### config.mk
export PLATFORM = sky130hd
export DESIGN_NAME = count_stim_driver
export DESIGN_NICKNAME = d
export VERILOG_FILES = /design/src/rtl/count_stim_pkg.sv /design/src/rtl/count_stim_driver_prescale_tracker.sv /design/src/rtl/count_stim_driver.sv
export SDC_FILE = /design/constraint.sdc
export NUM_CORES = 1
export LEC_CHECK = 0
export BUFFER_PORTS_ARGS = -buffer_cell sky130_fd_sc_hd__buf_2
export CORE_MARGIN = 2
export CORE_UTILIZATION = 35
export DETAILED_ROUTE_END_ITERATION = 16
export PLACE_DENSITY = 0.51
export SYNTH_ARGS = -nofsm -noshare
export SYNTH_HDL_FRONTEND = slang
export SYNTH_SLANG_ARGS = --single-unit
### constraint.sdc
create_clock -name Clk -period 7 [get_ports Clk]
set_clock_uncertainty 0.15 [all_clocks]
set_input_delay 1.4 -clock Clk [delete_from_list [all_inputs] [get_ports Clk]]
set_output_delay 1.4 -clock Clk [all_outputs]
set_load 0.01 [all_outputs]
### src/rtl/count_stim_pkg.sv
// Shared types and helpers for the count_stim_driver block.
// Optional shadow counters in prescale_tracker are built when SHADOW_CNT_EN is defined.
package count_stim_pkg;

    localparam int unsigned PRESCALE = 4;
    localparam int unsigned PHASE_W  = 2;
    localparam int unsigned CALC_W   = 34;

    typedef enum logic [1:0] {
        IDLE  = 2'd0,
        DRIVE = 2'd1,
        DONE  = 2'd2
    } state_e;

    // Driven cycles needed to advance the chosen channel by n, given the prescaler phase.
    function automatic logic [CALC_W-1:0] calc_cycles(
        input logic               ch,
        input logic [CALC_W-3:0]  n,
        input logic [PHASE_W-1:0] phase
    );
        logic [CALC_W-1:0] k;
        if (!ch) begin
            k = CALC_W'(n);
        end else if (n == '0) begin
            k = '0;
        end else begin
            k = (CALC_W'(n) * CALC_W'(PRESCALE)) - CALC_W'(phase);
        end
        return k;
    endfunction

endpackage

### src/rtl/count_stim_driver_prescale_tracker.sv
// Shadow of the downstream counter's channel-1 prescaler phase.
// With SHADOW_CNT_EN defined, also mirrors both downstream output counters.
module prescale_tracker
    import count_stim_pkg::*;
(
    input  logic               Clk,
    input  logic               Reset,
    input  logic               en_i,
    input  logic               slt_i,
    output logic [PHASE_W-1:0] phase_o
`ifdef SHADOW_CNT_EN
    ,
    output logic [63:0]        shadow0_o,
    output logic [63:0]        shadow1_o
`endif
);

    logic [PHASE_W-1:0] phase_q;

    // Phase advances on the same edge the counter sees En&&Slt.
    always_ff @(posedge Clk) begin
        if (Reset) begin
            phase_q <= '0;
        end else if (en_i && slt_i) begin
            phase_q <= phase_q + PHASE_W'(1);
        end
    end

    assign phase_o = phase_q;

`ifdef SHADOW_CNT_EN
    logic [63:0] shadow0_q;
    logic [63:0] shadow1_q;

    // Output1 ticks when the prescaler wraps from its last phase.
    always_ff @(posedge Clk) begin
        if (Reset) begin
            shadow0_q <= '0;
            shadow1_q <= '0;
        end else begin
            if (en_i && !slt_i) begin
                shadow0_q <= shadow0_q + 64'(1);
            end
            if (en_i && slt_i && (phase_q == PHASE_W'(PRESCALE - 1))) begin
                shadow1_q <= shadow1_q + 64'(1);
            end
        end
    end

    assign shadow0_o = shadow0_q;
    assign shadow1_o = shadow1_q;
`endif

endmodule

### src/rtl/count_stim_driver.sv
// Initiator for the dual-channel En/Slt event counter: turns "advance channel C by N" commands
// into exact En/Slt pulse trains. SHADOW_CNT_EN adds Shadow0/Shadow1 mirror outputs.
module count_stim_driver
    import count_stim_pkg::*;
#(
    parameter int unsigned CNT_W = 16
) (
    input  logic             Clk,
    input  logic             Reset,
    input  logic             cmd_valid,
    output logic             cmd_ready,
    input  logic             cmd_ch,
    input  logic [CNT_W-1:0] cmd_count,
    input  logic             Hold,
    output logic             En,
    output logic             Slt,
    output logic             busy,
    output logic             done
`ifdef SHADOW_CNT_EN
    ,
    output logic [63:0]      Shadow0,
    output logic [63:0]      Shadow1
`endif
);

    localparam int unsigned K_W = CNT_W + 2;

    state_e             state_q, state_d;
    logic               ch_q, ch_d;
    logic [K_W-1:0]     rem_q, rem_d;
    logic               en_q, en_d;
    logic               slt_q, slt_d;
    logic               done_q, done_d;
    logic               busy_q;
    logic [PHASE_W-1:0] phase;
    logic [K_W-1:0]     k_c;

    assign k_c = K_W'(calc_cycles(cmd_ch, (CALC_W-2)'(cmd_count), phase));

    // State register; En/Slt/done are registered alongside so they line up with the state.
    always_ff @(posedge Clk) begin
        if (Reset) begin
            state_q <= IDLE;
            ch_q    <= 1'b0;
            rem_q   <= '0;
            en_q    <= 1'b0;
            slt_q   <= 1'b0;
            done_q  <= 1'b0;
            busy_q  <= 1'b0;
        end else begin
            state_q <= state_d;
            ch_q    <= ch_d;
            rem_q   <= rem_d;
            en_q    <= en_d;
            slt_q   <= slt_d;
            done_q  <= done_d;
            busy_q  <= (state_d == DRIVE);
        end
    end

    // rem_q counts cycles not yet committed to En; the decision for the next cycle uses Hold now.
    always_comb begin
        state_d = state_q;
        ch_d    = ch_q;
        rem_d   = rem_q;
        en_d    = 1'b0;
        slt_d   = 1'b0;
        done_d  = 1'b0;
        case (state_q)
            IDLE: begin
                if (cmd_valid) begin
                    ch_d = cmd_ch;
                    if (k_c == '0) begin
                        state_d = DONE;
                        done_d  = 1'b1;
                        rem_d   = '0;
                    end else begin
                        state_d = DRIVE;
                        if (!Hold) begin
                            en_d  = 1'b1;
                            slt_d = cmd_ch;
                            rem_d = k_c - K_W'(1);
                        end else begin
                            rem_d = k_c;
                        end
                    end
                end
            end
            DRIVE: begin
                if (rem_q == '0) begin
                    state_d = DONE;
                    done_d  = 1'b1;
                end else if (!Hold) begin
                    en_d  = 1'b1;
                    slt_d = ch_q;
                    rem_d = rem_q - K_W'(1);
                end
            end
            DONE: begin
                state_d = IDLE;
            end
            default: begin
                state_d = IDLE;
            end
        endcase
    end

    prescale_tracker u_prescale_tracker (
        .Clk       (Clk),
        .Reset     (Reset),
        .en_i      (en_q),
        .slt_i     (slt_q),
        .phase_o   (phase)
`ifdef SHADOW_CNT_EN
        ,
        .shadow0_o (Shadow0),
        .shadow1_o (Shadow1)
`endif
    );

    assign cmd_ready = (state_q == IDLE);
    assign En        = en_q;
    assign Slt       = slt_q;
    assign done      = done_q;
    assign busy      = busy_q;

endmodule

# ---- After elaboration in Yosys (flattened, before gate mapping)
# Cells that the tools add are included.
dict set report word_totals {
  latch_bits 0
  mem_bits_rw 0
  n_memories 0
  reg_bits 27
  wordCells 52
  in_bits 21
  mem_bits_ro 0
}
dict set report op_classes {
  n_mux 27
  add_sub_neg 4
  shifts 0
  div 0
  mul 0
  n_reduce_logical 8
  bitwise 0
  eq_ne 5
  n_lt_le_gt_ge 0
}
# cell n
set ops {}
lappend ops {{$mux W18} 7}
lappend ops {{$logic_not A18 Y1} 2}
lappend ops {{$pmux W18 S2} 1}
lappend ops {{$sub A18 B1 Y18 const B} 2}
lappend ops {{$sub A18 B2 Y18} 1}
lappend ops {{$logic_not A16 Y1} 1}
lappend ops {{$mux W1} 12}
lappend ops {{$mux W2} 3}
lappend ops {{$ne A2 B2 Y1 const B} 3}
lappend ops {{$pmux W1 S2} 3}
lappend ops {{$eq A2 B1 Y1 const B} 2}
lappend ops {{$pmux W2 S2} 1}
lappend ops {{$reduce_and A4 Y1} 1}
lappend ops {{$add A2 B1 Y2 const B} 1}
lappend ops {{$logic_not A2 Y1} 1}
lappend ops {{$reduce_and A2 Y1} 1}
lappend ops {{$reduce_bool A2 Y1} 1}
lappend ops {{$logic_and A1 B1 Y1} 1}

# ---- Longest topological paths before layout
dict set report depth {
  depth_word 8
  mapped_depth 14
  ltp_nobuf 11
}

# ---- Modules after synthesis
# A second synthesis with hierarchy kept.
dict set report unflattened {
  hier_cells 397
  hier_area_um2 2816.5
}
# mod area_per_inst_um2 seq_area_each_um2 cells_each n_inst
set modules_own_cells {}
lappend modules_own_cells {count_stim_driver 2718.9 500.5 388 1}
lappend modules_own_cells {prescale_tracker 97.6 40.0 9 1}

# ---- Worst setup path after synthesis
# OpenSTA, ideal clock, no wires.
dict set report synth_timing {
  path_type {input -> register}
  start {input cmd_ch}
  end {register rem_q[14]}
  required_ps 6721
  path_buffers 5
  setup_time_ps 129
  stages 14
  arrival_ps 4716
  slack_ps 2005
  cell_sequence {buf_2 > clkbuf_1 > clkbuf_1 > buf_2 > buf_1 > mux2_2 > nand2_1 > ha_1 > nand2_1 > a21o_1 > or4b_4 > or4_1 > o21ai_1 > a311oi_1}
}
dict set report synth_between {
  elab_chain_len 6
  word_cells_on_any_way 7
  classes_between {1 x add/sub; 5 x mux; 1 x reduce/logical}
}
# element line
set synth_lines {}
lappend synth_lines {{start, declared} count_stim_driver.sv:12} ;# input logic cmd_ch,
lappend synth_lines {{$mux W18 *} count_stim_pkg.sv:22} ;# if (!ch) begin
lappend synth_lines {{$sub A18 B1 Y18} count_stim_driver.sv:82} ;# rem_d = k_c - K_W'(1);
lappend synth_lines {{$mux W18} count_stim_driver.sv:79} ;# if (!Hold) begin
lappend synth_lines {{$mux W18 *} count_stim_driver.sv:73} ;# if (k_c == '0) begin
lappend synth_lines {{$mux W18 *} count_stim_driver.sv:71} ;# if (cmd_valid) begin
lappend synth_lines {{$pmux W18 S2 *} count_stim_driver.sv:69} ;# case (state_q)
lappend synth_lines {{end signal, assigned} count_stim_driver.sv:53} ;# rem_q <= rem_d;
lappend synth_lines {{end, declared} count_stim_driver.sv:30} ;# logic [K_W-1:0] rem_q, rem_d;
# Mark *: on every way between the ends. The rest lies on a longest branch, timed or not. The select of a mux whose other input is x is not followed.
# A chain may end at the register's enable or synchronous reset.

# ---- Final worst setup path
dict set report layout_timing {
  start {input cmd_count[0]}
  end {register rem_q[14]}
}
dict set report layout_between {
  elab_chain_len 8
  word_cells_on_any_way 10
  classes_between {2 x add/sub; 6 x mux; 2 x reduce/logical}
}
# element line
set layout_lines {}
lappend layout_lines {{start, declared} count_stim_driver.sv:13} ;# input logic [CNT_W-1:0] cmd_count,
lappend layout_lines {{$sub A18 B2 Y18 / $logic_not A16 Y1 (equally long branches)} {count_stim_pkg.sv:27, count_stim_pkg.sv:24}}
lappend layout_lines {{$mux W18} count_stim_pkg.sv:24} ;# end else if (n == '0) begin
lappend layout_lines {{$mux W18 *} count_stim_pkg.sv:22}
lappend layout_lines {{$sub A18 B1 Y18} count_stim_driver.sv:82}
lappend layout_lines {{$mux W18} count_stim_driver.sv:79}
lappend layout_lines {{$mux W18 *} count_stim_driver.sv:73}
lappend layout_lines {{$mux W18 *} count_stim_driver.sv:71}
lappend layout_lines {{$pmux W18 S2 *} count_stim_driver.sv:69}
# Marked as above.

==> flow_summary_export.csv <==
group,metric,value,unit
status,run_status,"finished, final reports clean",
placed_design,io_buffers,25,
finish,design_area,2790,µm²
global_routing,grt_remaining_overflow,0,
cts,ctsResizeCount,0,
cts,clk-insertion-delay-late,270,ps
finish,drive_above_1_share,0.102,
cts,htreeDepth,1,
setup_path,required,6990,ps
setup_path,path_class,"input port to register",
finish,finalNetCount,407,
setup_path,cp-start-kind,"input port",
drt,drc,0,
cts,holdBufCountCts,0,
sta,worstMarginPinSlew,892,ps
setup_path,crit_arrival,4990,ps
die,start_util,0.360,
cts,cts_setup_buffers,0,
global_routing,grt_start_max_net_pins,50,
setup_path,cp_top_family,"simple AND/OR/NAND/NOR gates",
die,die_y,90.1,µm
pwr,leakage,0.000948,µW
sta,min_period_over_period,0.714,
sta,max_slew_margin,0.401,
setup_path,critPathMaxStageDelay,580,ps
cts,clock_path_buffers,2,
logic_synthesis,synth_area_leaders,"dfxtp_1 21%, nor2_1 5.9%, o21ai_0 5.6%",
placed_design,dpl.hpwl,5690,µm
logic_synthesis,muxShareOfSynthArea,0.0207,
drt,avgRoutedWirePerCell,15.5,µm
cts,clk_pin_slew,90,ps
logic_synthesis,yosysWarnings,0,
logic_synthesis,syn_nets,401,
logic_synthesis,synth_compound_area_frac,0.303,
drt,drt_iter0_markers,104,
sta,timing_hold_violations_final,0,
drt,drt_wl_total,7460,µm
finish,num-fill-cells,810,
cts,clkSinkCount,27,
sta,drv_slew,0,
die,core-area,7210,µm²
logic_synthesis,synth_top_family_by_area,"simple AND/OR/NAND/NOR gates",
pwr,power_density,156,nW/µm²
logic_synthesis,synth_ff_type,"dfxtp_1",
drt,via_count,2810,
drt,dr.pass1.iters,5,
sta,timing.fmax,200,MHz
die,io_pins,26,
setup_path,r2r_setup_slack,2870,ps
die,die_x,90.1,µm
setup_path,endpoint_kind,"register",
setup_path,crit_chain,"buf_2 -> nor4_1 -> and4_1 -> nand3_1 -> nand2_1 -> ha_1 -> nand2_1 -> a21o_1 -> or4b_4 -> or4_1 -> o21ai_1 -> a311oi_1",
finish,antenna_cells,0,
logic_synthesis,synthCells,376,
placed_design,dpl_cell_area,2740,µm²
drt,drt-vias-per-instance,5.85,
global_routing,grt_pass1_wl,12300,µm
cts,numCtsBuffers,3,
logic_synthesis,yosysSeqAreaShare,0.208,
sta,setup_violations,0,
logic_synthesis,netlist.area_leader.share,0.208,
cts,cts_tree,"built",
finish,final_util,0.386,
die,num_rows,31,
setup_path,cpMaxStageDelayCell,"nor4_1",
logic_synthesis,synth_edf_count,0,
setup_path,worst-path-buf-inv,1,
pwr,ir_worst_vdd,0.0520,mV
logic_synthesis,synth_xor_area_frac,0.0607,
logic_synthesis,ys_types,62,
logic_synthesis,async_flop_share,0,
die,die-area,8130,µm²
logic_synthesis,syn-cell-area,2600,µm²
sta,fin_crit,5000,ps
logic_synthesis,synth_seq_cells,27,
logic_synthesis,yosysTopAreaCell,"dfxtp_1",
logic_synthesis,synthAdderAreaFrac,0.0193,
logic_synthesis,syn_avg_cell_area,6.91,µm²
sta,tns,0,ps
job,maxCapViolations,0,
setup_path,cp_max_fo,15,
sta,rsz0062_at_grt,"false",
setup_path,crit_path_frequent_cell,"nand2_1",
finish,areaGrowthSynthToFinish,7.27,%
drt,ant_nets,0,
worst_hold_path,hp-class,"register to register",
global_routing,grt_pass1_vias,2446,
logic_synthesis,synth-simple-area-share,0.329,
global_routing,grt.total_usage,0.182,
cts,root_buffer,"clkbuf_8",
global_routing,antenna_found_initial,0,
placed_design,gp_congestion,0.861,
[power breakdown]
| part | leakage (µW) | switching (µW) | internal [µW] | total [µW] |
|---|---|---|---|---|
| registers | 0.000222 | 13.3 | 168 | 182 |
| logic | 0.000703 | 105 | 59.0 | 164 |
| clock network | 0.0000228 | 46.8 | 40.7 | 87.5 |
| total | 0.000948 | 165 | 268 | 434 |
[final cells by class]
class                   instances  area [µm²]  area share
repair buffers                 27         140      0.0503
flip-flops and latches         27         541       0.194
clock buffers                   4        45.0      0.0162
inverters                       9        33.8      0.0121
well taps                      99         124      0.0445
multi-input cells             314        1900       0.683
[worst min-delay path, cell delays in order (launching register included)]
cell and delay, ps:
dfxtp_1 320, nand2_1 50, a21oi_1 50
[flip-flops by register name, indices dropped and copies added, names as in the netlist]
signal and cells:
En 1, u_prescale_tracker.phase_o 2, done 1, state_q 2, ch_q 1, rem_q 18
busy 1, Slt 1
[metrics by stage]
stage / total power (µW) / instances / setup WS [ps] / hold WS [ps]
after floorplan: 303 / 376 / 2010 / 286
after global placement: 347 / 476 / 1770 / 294
after detailed placement: 348 / 476 / 1710 / 302
after CTS: 437 / 480 / 2010 / 316
after global routing: 468 / 480 / 1710 / 364
final: 434 / 480 / 2000 / 312
[cell usage after synthesis, types with 3 or more instances]
library cell and count:
buf_2 6, xor2_1 8, and2_1 3, a21oi_1 26
nand3_1 10, inv_1 9, nor2_1 41, o21ai_1 3
or3_1 10, a22oi_1 3, o31ai_1 4, nor3_1 18
nand2b_1 7, nor3b_1 4, nand4_1 7, mux2_2 3
o32ai_1 3, a31oi_1 12, a211oi_1 5, xnor2_1 10
nor4_1 12, or4_1 5, o311a_1 3, nor2b_1 3
o22ai_1 6, clkbuf_1 16, dfxtp_1 27, nand2_1 36
o21ai_0 29, ha_1 4
[path summary, 6_finish.rpt]
| kind | startpoint | end | cells past startpoint |
|---|---|---|---|
| hold / removal | ch_q | ch_q | 2 |
| setup reg to reg | u_prescale_tracker.phase_o[0] | rem_q[17] | 11 |
| hold reg to reg | ch_q | ch_q | 2 |
| setup / recovery | cmd_count[0] | rem_q[14] | 12 |
[placed cells by master, fill, tap and decap left out, types with 4 or more instances in the layout]
cell type / synthesis / routed
or3_1: 10 / 10
o21ai_0: 29 / 29
a21oi_1: 26 / 26
nor2_1: 41 / 41
xor2_1: 8 / 8
inv_1: 9 / 9
o31ai_1: 4 / 4
or4_1: 5 / 5
buf_2: 6 / 25
a211oi_1: 5 / 5
nand2_1: 36 / 36
nor3b_1: 4 / 4
nand3_1: 10 / 10
nor3_1: 18 / 18
ha_1: 4 / 4
dfxtp_1: 27 / 27
nand4_1: 7 / 7
xnor2_1: 10 / 10
nor4_1: 12 / 12
nand2b_1: 7 / 7
a31oi_1: 12 / 12
o22ai_1: 6 / 6
[logic make-up (layout without fill, tap and decap cells)]
kind of cell / Yosys count / in the layout
compound gates: 120 / 120
flops: 27 / 27
mux: 5 / 5
buf+inv: 35 / 40
xor+xnor: 18 / 18
fa+ha+maj: 4 / 4
simple gates: 167 / 167
[metal layers]
metal | routed length (µm) | up-vias | GRT usage | part of all wire
met5 | 0 | - | 0 | 0
met4 | 58 | 0 | 0.0397 | 0.0078
met3 | 327 | 4 | 0.0159 | 0.044
met2 | 3400 | 74 | 0.293 | 0.46
met1 | 3670 | 1307 | 0.264 | 0.49
li1 | - | 1425 | - | -
(Power assumes the default switching activity.)
